[config.mk]
export PLATFORM = sky130hd
export DESIGN_NAME = r5p_bus_arb
export DESIGN_NICKNAME = d
export VERILOG_FILES = /design/src/rtl/r5p_bus_arb.sv
export SDC_FILE = /design/constraint.sdc
export NUM_CORES = 1
export LEC_CHECK = 0
export ABC_AREA = 1
export CAP_MARGIN = 25
export CORE_AREA = 2 2 99 101
export CTS_BUF_LIST = sky130_fd_sc_hd__clkbuf_8
export CTS_CLUSTER_SIZE = 40
export DETAILED_ROUTE_END_ITERATION = 12
export DIE_AREA = 0 0 101 103
export DONT_BUFFER_PORTS = 1
export GPL_TIMING_DRIVEN = 0
export HOLD_SLACK_MARGIN = 0.02
export SLEW_MARGIN = 20
export SYNTH_ARGS = -nofsm -noshare
export SYNTH_HDL_FRONTEND = slang
export SYNTH_SLANG_ARGS = --single-unit
[constraint.sdc]
create_clock -name clk -period 1.1 [get_ports clk]
set_input_delay 0.22 -clock clk [delete_from_list [all_inputs] [get_ports clk]]
set_output_delay 0.22 -clock clk [all_outputs]
set_load 0.02 [all_outputs]
[src/rtl/r5p_bus_arb.sv]
// Round-robin arbiter sharing one R5P subordinate port among MN managers.
// Requests pass through combinationally; read data returns one cycle after the transfer.
module r5p_bus_arb #(
   parameter int AW = 22,
   parameter int DW = 32,
   parameter int BW = DW/8,
   parameter int MN = 2
)(
   input  logic                   clk,
   input  logic                   rst,
   input  logic [MN-1:0]          m_vld,
   input  logic [MN-1:0]          m_wen,
   input  logic [MN-1:0][AW-1:0]  m_adr,
   input  logic [MN-1:0][BW-1:0]  m_ben,
   input  logic [MN-1:0][DW-1:0]  m_wdt,
   output logic [MN-1:0]          m_rdy,
   output logic [MN-1:0]          m_rsp,
   output logic [DW-1:0]          m_rdt,
   output logic                   s_vld,
   output logic                   s_wen,
   output logic [AW-1:0]          s_adr,
   output logic [BW-1:0]          s_ben,
   output logic [DW-1:0]          s_wdt,
   input  logic                   s_rdy,
   input  logic [DW-1:0]          s_rdt
);

   localparam int IW = $clog2(MN);

   // Handshake: a transfer happens on a cycle where vld and rdy are both high;
   // a manager holds its request fields stable until it sees rdy.

   logic [IW-1:0] ptr;
   logic          lock;
   logic [IW-1:0] lidx;
   logic          rsp_v;
   logic [IW-1:0] rsp_idx;

   logic [IW-1:0] gnt;
   logic          gnt_hit;
   logic          xfer;

   always_comb begin : grant_sel
      int idx;
      idx     = 0;
      gnt     = lidx;
      gnt_hit = lock;
      if (!lock) begin
         for (int k = 0; k < MN; k++) begin
            idx = int'(ptr) + k;
            if (idx >= MN) idx = idx - MN;
            if (!gnt_hit && m_vld[IW'(idx)]) begin
               gnt     = IW'(idx);
               gnt_hit = 1'b1;
            end
         end
      end
   end

   always_comb begin
      s_vld = gnt_hit & m_vld[gnt];
      s_wen = 1'b0;
      s_adr = '0;
      s_ben = '0;
      s_wdt = '0;
      m_rdy = '0;
      if (s_vld) begin
         s_wen      = m_wen[gnt];
         s_adr      = m_adr[gnt];
         s_ben      = m_ben[gnt];
         s_wdt      = m_wdt[gnt];
         m_rdy[gnt] = s_rdy;
      end
   end

   assign xfer = s_vld & s_rdy;

   // A stalled grant is held so a new lower-index request cannot preempt it.
   always_ff @(posedge clk) begin
      if (rst) begin
         ptr     <= '0;
         lock    <= 1'b0;
         lidx    <= '0;
         rsp_v   <= 1'b0;
         rsp_idx <= '0;
      end else begin
         if (xfer) begin
            if (gnt == IW'(MN-1)) ptr <= '0;
            else                  ptr <= gnt + IW'(1);
            lock <= 1'b0;
         end else if (s_vld) begin
            lock <= 1'b1;
            lidx <= gnt;
         end
         rsp_v <= xfer & ~s_wen;
         if (xfer & ~s_wen) rsp_idx <= gnt;
      end
   end

   always_comb begin
      m_rsp          = '0;
      m_rsp[rsp_idx] = rsp_v;
   end

   assign m_rdt = s_rdt;

endmodule
== After elaboration in Yosys (flattened, before gate mapping) ==
Index checks and enable logic that the tools add are counted.

* Bits in registers: 5

* $add $sub $neg: 4
* Magnitude comparators: 8
* Muxes and demuxes: 35
* Bitwise logic cells: 7
* Reduce and logical (&&, ||, !) cells: 8

{| class="wikitable"
|+ Operators with widths
! operator !! count
|-
| $mux W32 || 3
|-
| $mux W22 || 3
|-
| $mux W1 || 23
|-
| $mux W4 || 3
|-
| $lt A1 B3 Y1 const B || 2
|-
| $and A2 B2 Y2 || 2
|-
| $logic_and A1 B1 Y1 || 4
|-
| $lt A1 B2 Y1 const B || 2
|-
| $and A1 B1 Y1 || 3
|-
| $add A1 B1 Y2 const B || 1
|-
| $demux W1 S1 || 2
|-
| $ge A1 B1 Y1 const B || 2
|-
| $ge A1 B2 Y1 const B || 1
|-
| $ge A2 B2 Y1 const B || 1
|-
| $logic_not A1 Y1 || 2
|-
| $mux W2 || 1
|-
| $not A1 Y1 || 2
|-
| $reduce_and A2 Y1 || 1
|-
| $reduce_or A2 Y1 || 1
|-
| $sub A1 B1 Y1 const B || 2
|-
| $add A1 B1 Y1 const B || 1
|}

== Logic depth before layout (Yosys ltp) ==
Gate-level depths: netlist of run 1.

* Depth after elaboration: 19
* Gate-level depth with buffers: 8
* Gate-level depth less buffers: 8

== Worst setup path before layout of run 1 ==
No wires, ideal clock.

* Kind: reg-to-output
* Start: register lock
* End: output port s_wdt[20]
* Arrival: 1210 ps
* Required time: 880 ps
* Slack: -330 ps
* Cell stages (with the launch flop): 9
* Buffers on the path: 1
* Path through: dfxtp_1 > inv_2 > nand2_1 > nand2_2 > nand2_4 > clkinv_2 > buf_4 > nand2_1 > a21oi_1

* Longest elaborated chain between the ends: 12
* Elaborated cells on any way between the ends: 17

{| class="wikitable"
|+ RTL lines
! what !! RTL line !! text
|-
| start, declared || 34 || <nowiki>logic lock;</nowiki>
|-
| start signal, assigned || 82 || <nowiki>lock <= 1'b0;</nowiki>
|-
| start signal, assigned || 90 || <nowiki>lock <= 1'b0;</nowiki>
|-
| start signal, assigned || 92 || <nowiki>lock <= 1'b1;</nowiki>
|-
| $logic_not A1 Y1 || 52 || <nowiki>if (!gnt_hit && m_vld[IW'(idx)]) begin</nowiki>
|-
| $logic_and A1 B1 Y1 || 52 ||
|-
| $mux W1 || 52 ||
|-
| $mux W1 || 48 || <nowiki>if (!lock) begin</nowiki>
|-
| $logic_not A1 Y1 || 52 ||
|-
| $logic_and A1 B1 Y1 || 52 ||
|-
| $mux W1 || 52 ||
|-
| $mux W1 || 48 ||
|-
| $mux W1 (implied by the code) (2 in series) || 61 || <nowiki>s_vld = gnt_hit & m_vld[gnt];</nowiki>
|-
| $and A1 B1 Y1 || 61 ||
|-
| $mux W32 * || 67 || <nowiki>if (s_vld) begin</nowiki>
|-
| end, declared || 23 || <nowiki>output logic [DW-1:0] s_wdt,</nowiki>
|}

Every way passes the cells marked *; elsewhere a longest branch is shown, timed or not. The select of a mux whose other input is x is not followed.

== Final worst setup path of run 1 ==
* Start: register ptr
* End: output port s_ben[0]

* Longest elaborated chain between the ends: 10
* Elaborated cells on any way between the ends: 18

{| class="wikitable"
|+ RTL lines
! what !! RTL line !! text
|-
| start, declared || 33 || <nowiki>logic [IW-1:0] ptr;</nowiki>
|-
| start signal, assigned || 89 || <nowiki>else ptr <= gnt + IW'(1);</nowiki>
|-
| $add A1 B1 Y2, or another cell as far along || 50 || <nowiki>idx = int'(ptr) + k;</nowiki>
|-
| $ge A2 B2 Y1, or another cell as far along || 51 || <nowiki>if (idx >= MN) idx = idx - MN;</nowiki>
|-
| $mux W1, on equally long branches || 51, 48 ||
|-
| $mux W1, on equally long branches || 48, 52 ||
|-
| $mux W1 * || 52 ||
|-
| $mux W1 * || 48 ||
|-
| $mux W1 (implied by the code) (2 in series) || 61 ||
|-
| $and A1 B1 Y1 || 61 ||
|-
| $mux W4 * || 67 ||
|-
| end, declared || 22 || <nowiki>output logic [BW-1:0] s_ben,</nowiki>
|}

Marks and branches as above.

==> results of run 1 <==
worst min-delay path by stage:
stage | to | startpoint | cells past startpoint | slack [ps]
final | lock | rst | 1 | 50
after global placement | ptr | rst | 1 | 290
after detailed placement | ptr | rst | 1 | 290
after CTS | lock | rst | 1 | 50
after global routing | lock | rst | 1 | 50
after floorplan | lidx | rst | 1 | 290
metal layers:
metal / track usage / part of all wire
met2: 0.166 / 0.52
met1: 0.118 / 0.40
met3: 0.00949 / 0.072
met4: 0.0187 / 0.0073
met5: 0 / 0
cell usage after synthesis, types with 2 or more instances:
cell type | n | area share
nand3_1 | 4 | 0.014
a21oi_1 | 61 | 0.22
nand2_1 | 121 | 0.33
nand3_2 | 2 | 0.014
buf_2 | 11 | 0.040
dfxtp_1 | 5 | 0.072
o21bai_1 | 2 | 0.011
buf_4 | 37 | 0.20
nand2_2 | 2 | 0.0090
inv_1 | 9 | 0.024
nor2_1 | 4 | 0.011
buf_6 | 2 | 0.016
state kept, by name, indices dropped and copies added, names as in the netlist:
signal / flops
rsp_v: 1
rsp_idx: 1
ptr: 1
lidx: 1
lock: 1
where the power goes:
| group | total (mW) | internal (mW) | switching [mW] | leakage [nW] |
|---|---|---|---|---|
| Sequential | 0.201 | 0.194 | 0.00672 | 0.0412 |
| Combinational | 1.89 | 0.681 | 1.21 | 0.873 |
| Clock | 0.340 | 0.240 | 0.100 | 0.0269 |
| Total | 2.43 | 1.12 | 1.31 | 0.942 |
what timing repair did:
item,4_1_cts,5_1_grt
hold buffers,0,0
buffers inserted,5,1
cloned,2,0
endpoints found under the setup margin,68,67
gates resized for setup,66,10
pin swaps,16,11
final cells by class:
cell class              count  share of cell area
plain buffers              50               0.193
flip-flops and latches      5              0.0384
clock inverters             1             0.00142
inverters                  11              0.0228
multi-input cells         201               0.635
well taps                 114              0.0541
repair buffers              8              0.0394
clock buffers               3              0.0156
cells by family after synthesis:
kind of cell | synth area share
AND/OR/NAND/NOR | 0.397
AO/OA/AOI/OAI | 0.244
buffers and inverters | 0.287
flip-flops | 0.0722
worst max-delay path: stages, from the launching register on:
cell	delay, ps
dfxtp_1	290
inv_1	110
nand3_4	130
nand3_2	170
nand2_8	140
buf_12	200
a21oi_4	200
layout by cell type, fill, tap and decap left out:
master,synthesis,layout
buf_6,2,6
o21bai_1,2,1
nor2_4,0,2
a21oi_4,0,59
nor3_1,1,1
nand2_8,0,2
nand3_2,2,2
o21ai_0,1,1
o21bai_4,0,1
dfxtp_1,5,4
nor2_2,0,1
clkbuf_8,0,3
inv_1,9,8
nor3b_2,1,1
nor2_1,4,1
dfxtp_2,0,1
inv_2,1,1
nand2_4,1,1
clkinvlp_4,0,1
buf_16,0,2
a211oi_2,1,1
a21oi_1,61,2
clkinv_8,0,1
nand3_4,0,1
buf_4,37,40
nand3_1,4,3
buf_12,0,8
nand2_2,2,22
buf_8,0,2
inv_4,0,1
nand2_1,121,99
stage by stage:
stage | TNS, ps | util | worst slack, ps | cells
floorplan | -12920 | - | -211 | 267
detailed placement | -28260 | 0.235 | -486 | 381
global placement | -25900 | 0.235 | -462 | 381
finish | -36630 | 0.279 | -587 | 393
CTS | -37500 | 0.275 | -611 | 392
global route | -41300 | 0.279 | -655 | 393
==> results.toml, run 1 <==
[timing]
max_clock_freq_ghz = 0.593
rsz0062_at_grt = "yes"
fin_crit_sh = 1.53
max-slew-margin-rel = 0.829
timing.hold.ws_ps = 54.9
drv_slew = 0
clock_skew_ps = 2.08
worst_slack_ps = -587
period_minus_slack_ps = 1690
hold_violations = 0
tightest_slew_ps = 256
finalSetupViolCount = 67

[final_layout]
fin_area_um2 = 2640
area_growth_pct = 90.3
fill_cells = 979
drive_gt1_frac = 0.570
multi_input_area_um2 = 1680
diodes = 0
fin_nets = 435
regArea_um2 = 101

[placement]
io_buffers = 0
placed_area_um2 = 2220
place_hpwl_um = 4730
gp_congestion = 0.783

[route]
ant_nets = 0
first_pass_iters = 4
drc = 0
num_vias = 1775
drt_iter0_drc = 30
vias_per_cell = 4.52
wl_per_cell_um = 14.6
drt_wl_total_um = 5740

[die]
die_y_um = 103
initial_core_util = 0.147
core-area_um2 = 9460
die_width_um = 101
die_area_um2 = 10400
num_io_pins = 251
num_rows = 36

[setup_path]
endpoint = "s_ben[0]"
start_kind = "flop"
crit_path_max_fanout = 10
r2r_setup_slack_ps = -420
criticalPathCategory = "reg2out"
cp_data_required_time_ps = 880
endpoint_kind = "output port"
rr_endpoint = "rsp_idx"
timing.rr.start = "lock"
startpoint = "ptr"
worstPathArrival_ps = 1470
r2r_cells = 9

[clocking]
insertion_delay_ps = 230
cts_max_level = 1
cts_tree = "done"
cts_buffers = 3
clock-root-buffer = "clkbuf_8"
cts.sinks = 5
clk_pin_slew_worst_paths_ps = 40
clk_path_buf_depth = 2

[synthesis]
ys.flop_type = "dfxtp_1"
yosys_register_bits = 5
synth_cell_types = 19
syn_area_um2 = 1390
async_flop_share = 0
syn_avg_cell_area_um2 = 5.19
yosysWarnings = 0
synth_nets = 422
synth_edf_count = 0
syn_inst = 267
synth_seq_area_share = 0.0722

[global_routing]
grt_start_max_net_pins = 11
grt_pass1_vias = 1513
grt_pass1_wl_um = 7600
antenna_found_initial = 0
grt_overflow = 0
grtUsageTotal = 0.0914

[min_path]
hp-class = "in2reg"

[power]
power_density_nw_per_um2 = 920
vdd_drop_max_uv = 607
p_leak_nw = 0.942
p_total_mw = 2.43

[status]
status = "complete, but fails checks"
violations = "negative setup slack"

[job]
cap_violations = 0
Note: power is estimated with default switching activity, not from simulation.
==> inputs of run 2 (changes only) <==
--- a/config.mk
+++ b/config.mk
@@ -6,7 +6,7 @@
 export NUM_CORES = 1
 export LEC_CHECK = 0
 export ABC_AREA = 1
-export CAP_MARGIN = 25
+export CAP_MARGIN = 20
 export CORE_AREA = 2 2 99 101
 export CTS_BUF_LIST = sky130_fd_sc_hd__clkbuf_8
 export CTS_CLUSTER_SIZE = 40
@@ -15,6 +15,7 @@
 export DONT_BUFFER_PORTS = 1
 export GPL_TIMING_DRIVEN = 0
 export HOLD_SLACK_MARGIN = 0.02
+export SKIP_CTS_REPAIR_TIMING = 1
 export SLEW_MARGIN = 20
 export SYNTH_ARGS = -nofsm -noshare
 export SYNTH_HDL_FRONTEND = slang
==> results.toml, run 2 (same netlist as run 1, synthesis figures left out) <==
[global_routing]
grt_pass1_wl_um = 7230
grt_pass1_vias = 1442
grt_overflow = 0
grt_start_max_net_pins = 11
grtUsageTotal = 0.0868
antenna_found_initial = 0

[timing]
tightest_slew_ps = 255
worst_slack_ps = -612
drv_slew = 0
rsz0062_at_grt = "yes"
fin_crit_sh = 1.56
clock_skew_ps = 1.87
period_minus_slack_ps = 1710
hold_violations = 0
fin_setup_tns_ps = -37260
max-slew-margin-rel = 0.830
finalSetupViolCount = 67
max_clock_freq_ghz = 0.584

[clocking]
cts_max_level = 1
clk_path_buf_depth = 2
insertion_delay_ps = 230
clk_pin_slew_worst_paths_ps = 30
clock-root-buffer = "clkbuf_8"
cts.sinks = 5
cts_tree = "done"
cts_buffers = 3

[die]
core-area_um2 = 9460
die_y_um = 103
num_io_pins = 251
die_width_um = 101
num_rows = 36
initial_core_util = 0.147
die_area_um2 = 10400

[power]
p_leak_nw = 1.00
p_total_mw = 2.53
combPwrFrac = 0.784
p_int_mw = 1.16
power_frac_seq = 0.080
power_density_nw_per_um2 = 916
pwr-share-clk = 0.136
vdd_drop_max_uv = 596
p_sw_frac = 0.541
p_sw_mw = 1.37

[route]
num_vias = 1779
drt_wl_total_um = 6070
drt_iter0_drc = 28
drc = 0
ant_nets = 0
first_pass_iters = 4
vias_per_cell = 4.50
wl_per_cell_um = 15.4

[final_layout]
area_growth_pct = 99.0
final_common_cell = "nand2_1"
layout_common_cells = "100 x nand2_1, 59 x a21oi_4, 37 x buf_4"
fin_area_um2 = 2760
fin_nets = 437
fill_cells = 968
diodes = 0
drive_gt1_frac = 0.580

[setup_path]
criticalPathCategory = "reg2out"
endpoint_kind = "output port"
cp_data_required_time_ps = 880
start_kind = "flop"
worstPathArrival_ps = 1490
crit_path_max_fanout = 10

[placement]
place_hpwl_um = 4730
io_buffers = 0
gp_congestion = 0.783
placed_area_um2 = 2220

[status]
violations = "negative setup slack"
status = "complete, but fails checks"

[job]
cap_violations = 0

[min_path]
hp-class = "in2reg"
-- run 2: cell count changes in the layout (fill, tap and decap cells not counted), moves of 3 or more --
cell	previous run	this run
clkbuf_16	0	4
nand2_2	22	15
buf_8	2	5
buf_4	40	37
nand2_4	1	6
-- run 2: final timing paths --
kind | start | cells past startpoint | slack [ps] | to
worst min-delay path | rst | 1 | 50 | lock
worst max register to register | lock | 8 | -370 | lidx
worst min register to register | lock | 2 | 500 | lock
worst max-delay path | lock | 6 | -610 | s_wdt[12]
-- run 2: layout make-up --
type	count	area [µm²]	area share
tap	114	143	0.0517
buffer	50	507	0.184
inverter	11	62.6	0.0227
multi-input combinational	202	1750	0.634
timing repair inverter	1	16.3	0.00590
clock buffer	3	41.3	0.0150
clock inverter	1	3.75	0.00136
timing repair buffer	8	134	0.0485
sequential	5	101	0.0367
-- run 2: layer usage --
layer	vias up	GRT usage	part of all wire
li1	852	-	-
met1	807	0.113	0.39
met2	117	0.155	0.53
met3	3	0.00881	0.066
met4	0	0.0187	0.0056
met5	-	0	0
-- run 2: critical path: stages, from the launching register on --
cell and delay, ps:
dfxtp_2 320, clkinv_4 80, nand3_4 160, nand3_4 170
nand2_8 120, buf_8 200, a21oi_4 220
-- run 2: metrics by stage --
step / setup WS (ps) / hold WS (ps) / util / instances
after floorplan: -211 / 289 / - / 267
after global placement: -462 / 290 / 0.235 / 381
after global routing: -675 / 53.2 / 0.292 / 395
after detailed placement: -486 / 291 / 0.235 / 381
after CTS: -730 / 56.1 / 0.240 / 385
final: -612 / 53.7 / 0.292 / 395
-- run 2: power by group through the flow --
| stage | Sequential [mW] | Clock (mW) | Combinational, mW |
|---|---|---|---|
| after floorplan | 0.200 | 0 | 1.46 |
| after global placement | 0.201 | 0 | 1.61 |
| after detailed placement | 0.201 | 0 | 1.64 |
| after CTS | 0.199 | 0.342 | 1.64 |
| after global routing | 0.203 | 0.351 | 2.11 |
| final | 0.202 | 0.343 | 1.98 |
==> inputs of run 3 (changes only) <==
--- a/config.mk
+++ b/config.mk
@@ -9,14 +9,13 @@
 export CAP_MARGIN = 20
 export CORE_AREA = 2 2 99 101
 export CTS_BUF_LIST = sky130_fd_sc_hd__clkbuf_8
-export CTS_CLUSTER_SIZE = 40
 export DETAILED_ROUTE_END_ITERATION = 12
 export DIE_AREA = 0 0 101 103
 export DONT_BUFFER_PORTS = 1
 export GPL_TIMING_DRIVEN = 0
 export HOLD_SLACK_MARGIN = 0.02
 export SKIP_CTS_REPAIR_TIMING = 1
-export SLEW_MARGIN = 20
+export SLEW_MARGIN = 5
 export SYNTH_ARGS = -nofsm -noshare
 export SYNTH_HDL_FRONTEND = slang
 export SYNTH_SLANG_ARGS = --single-unit
==> results of run 3 <==
Same layout as run 2: the final DEF is identical, and so are final timing and power.
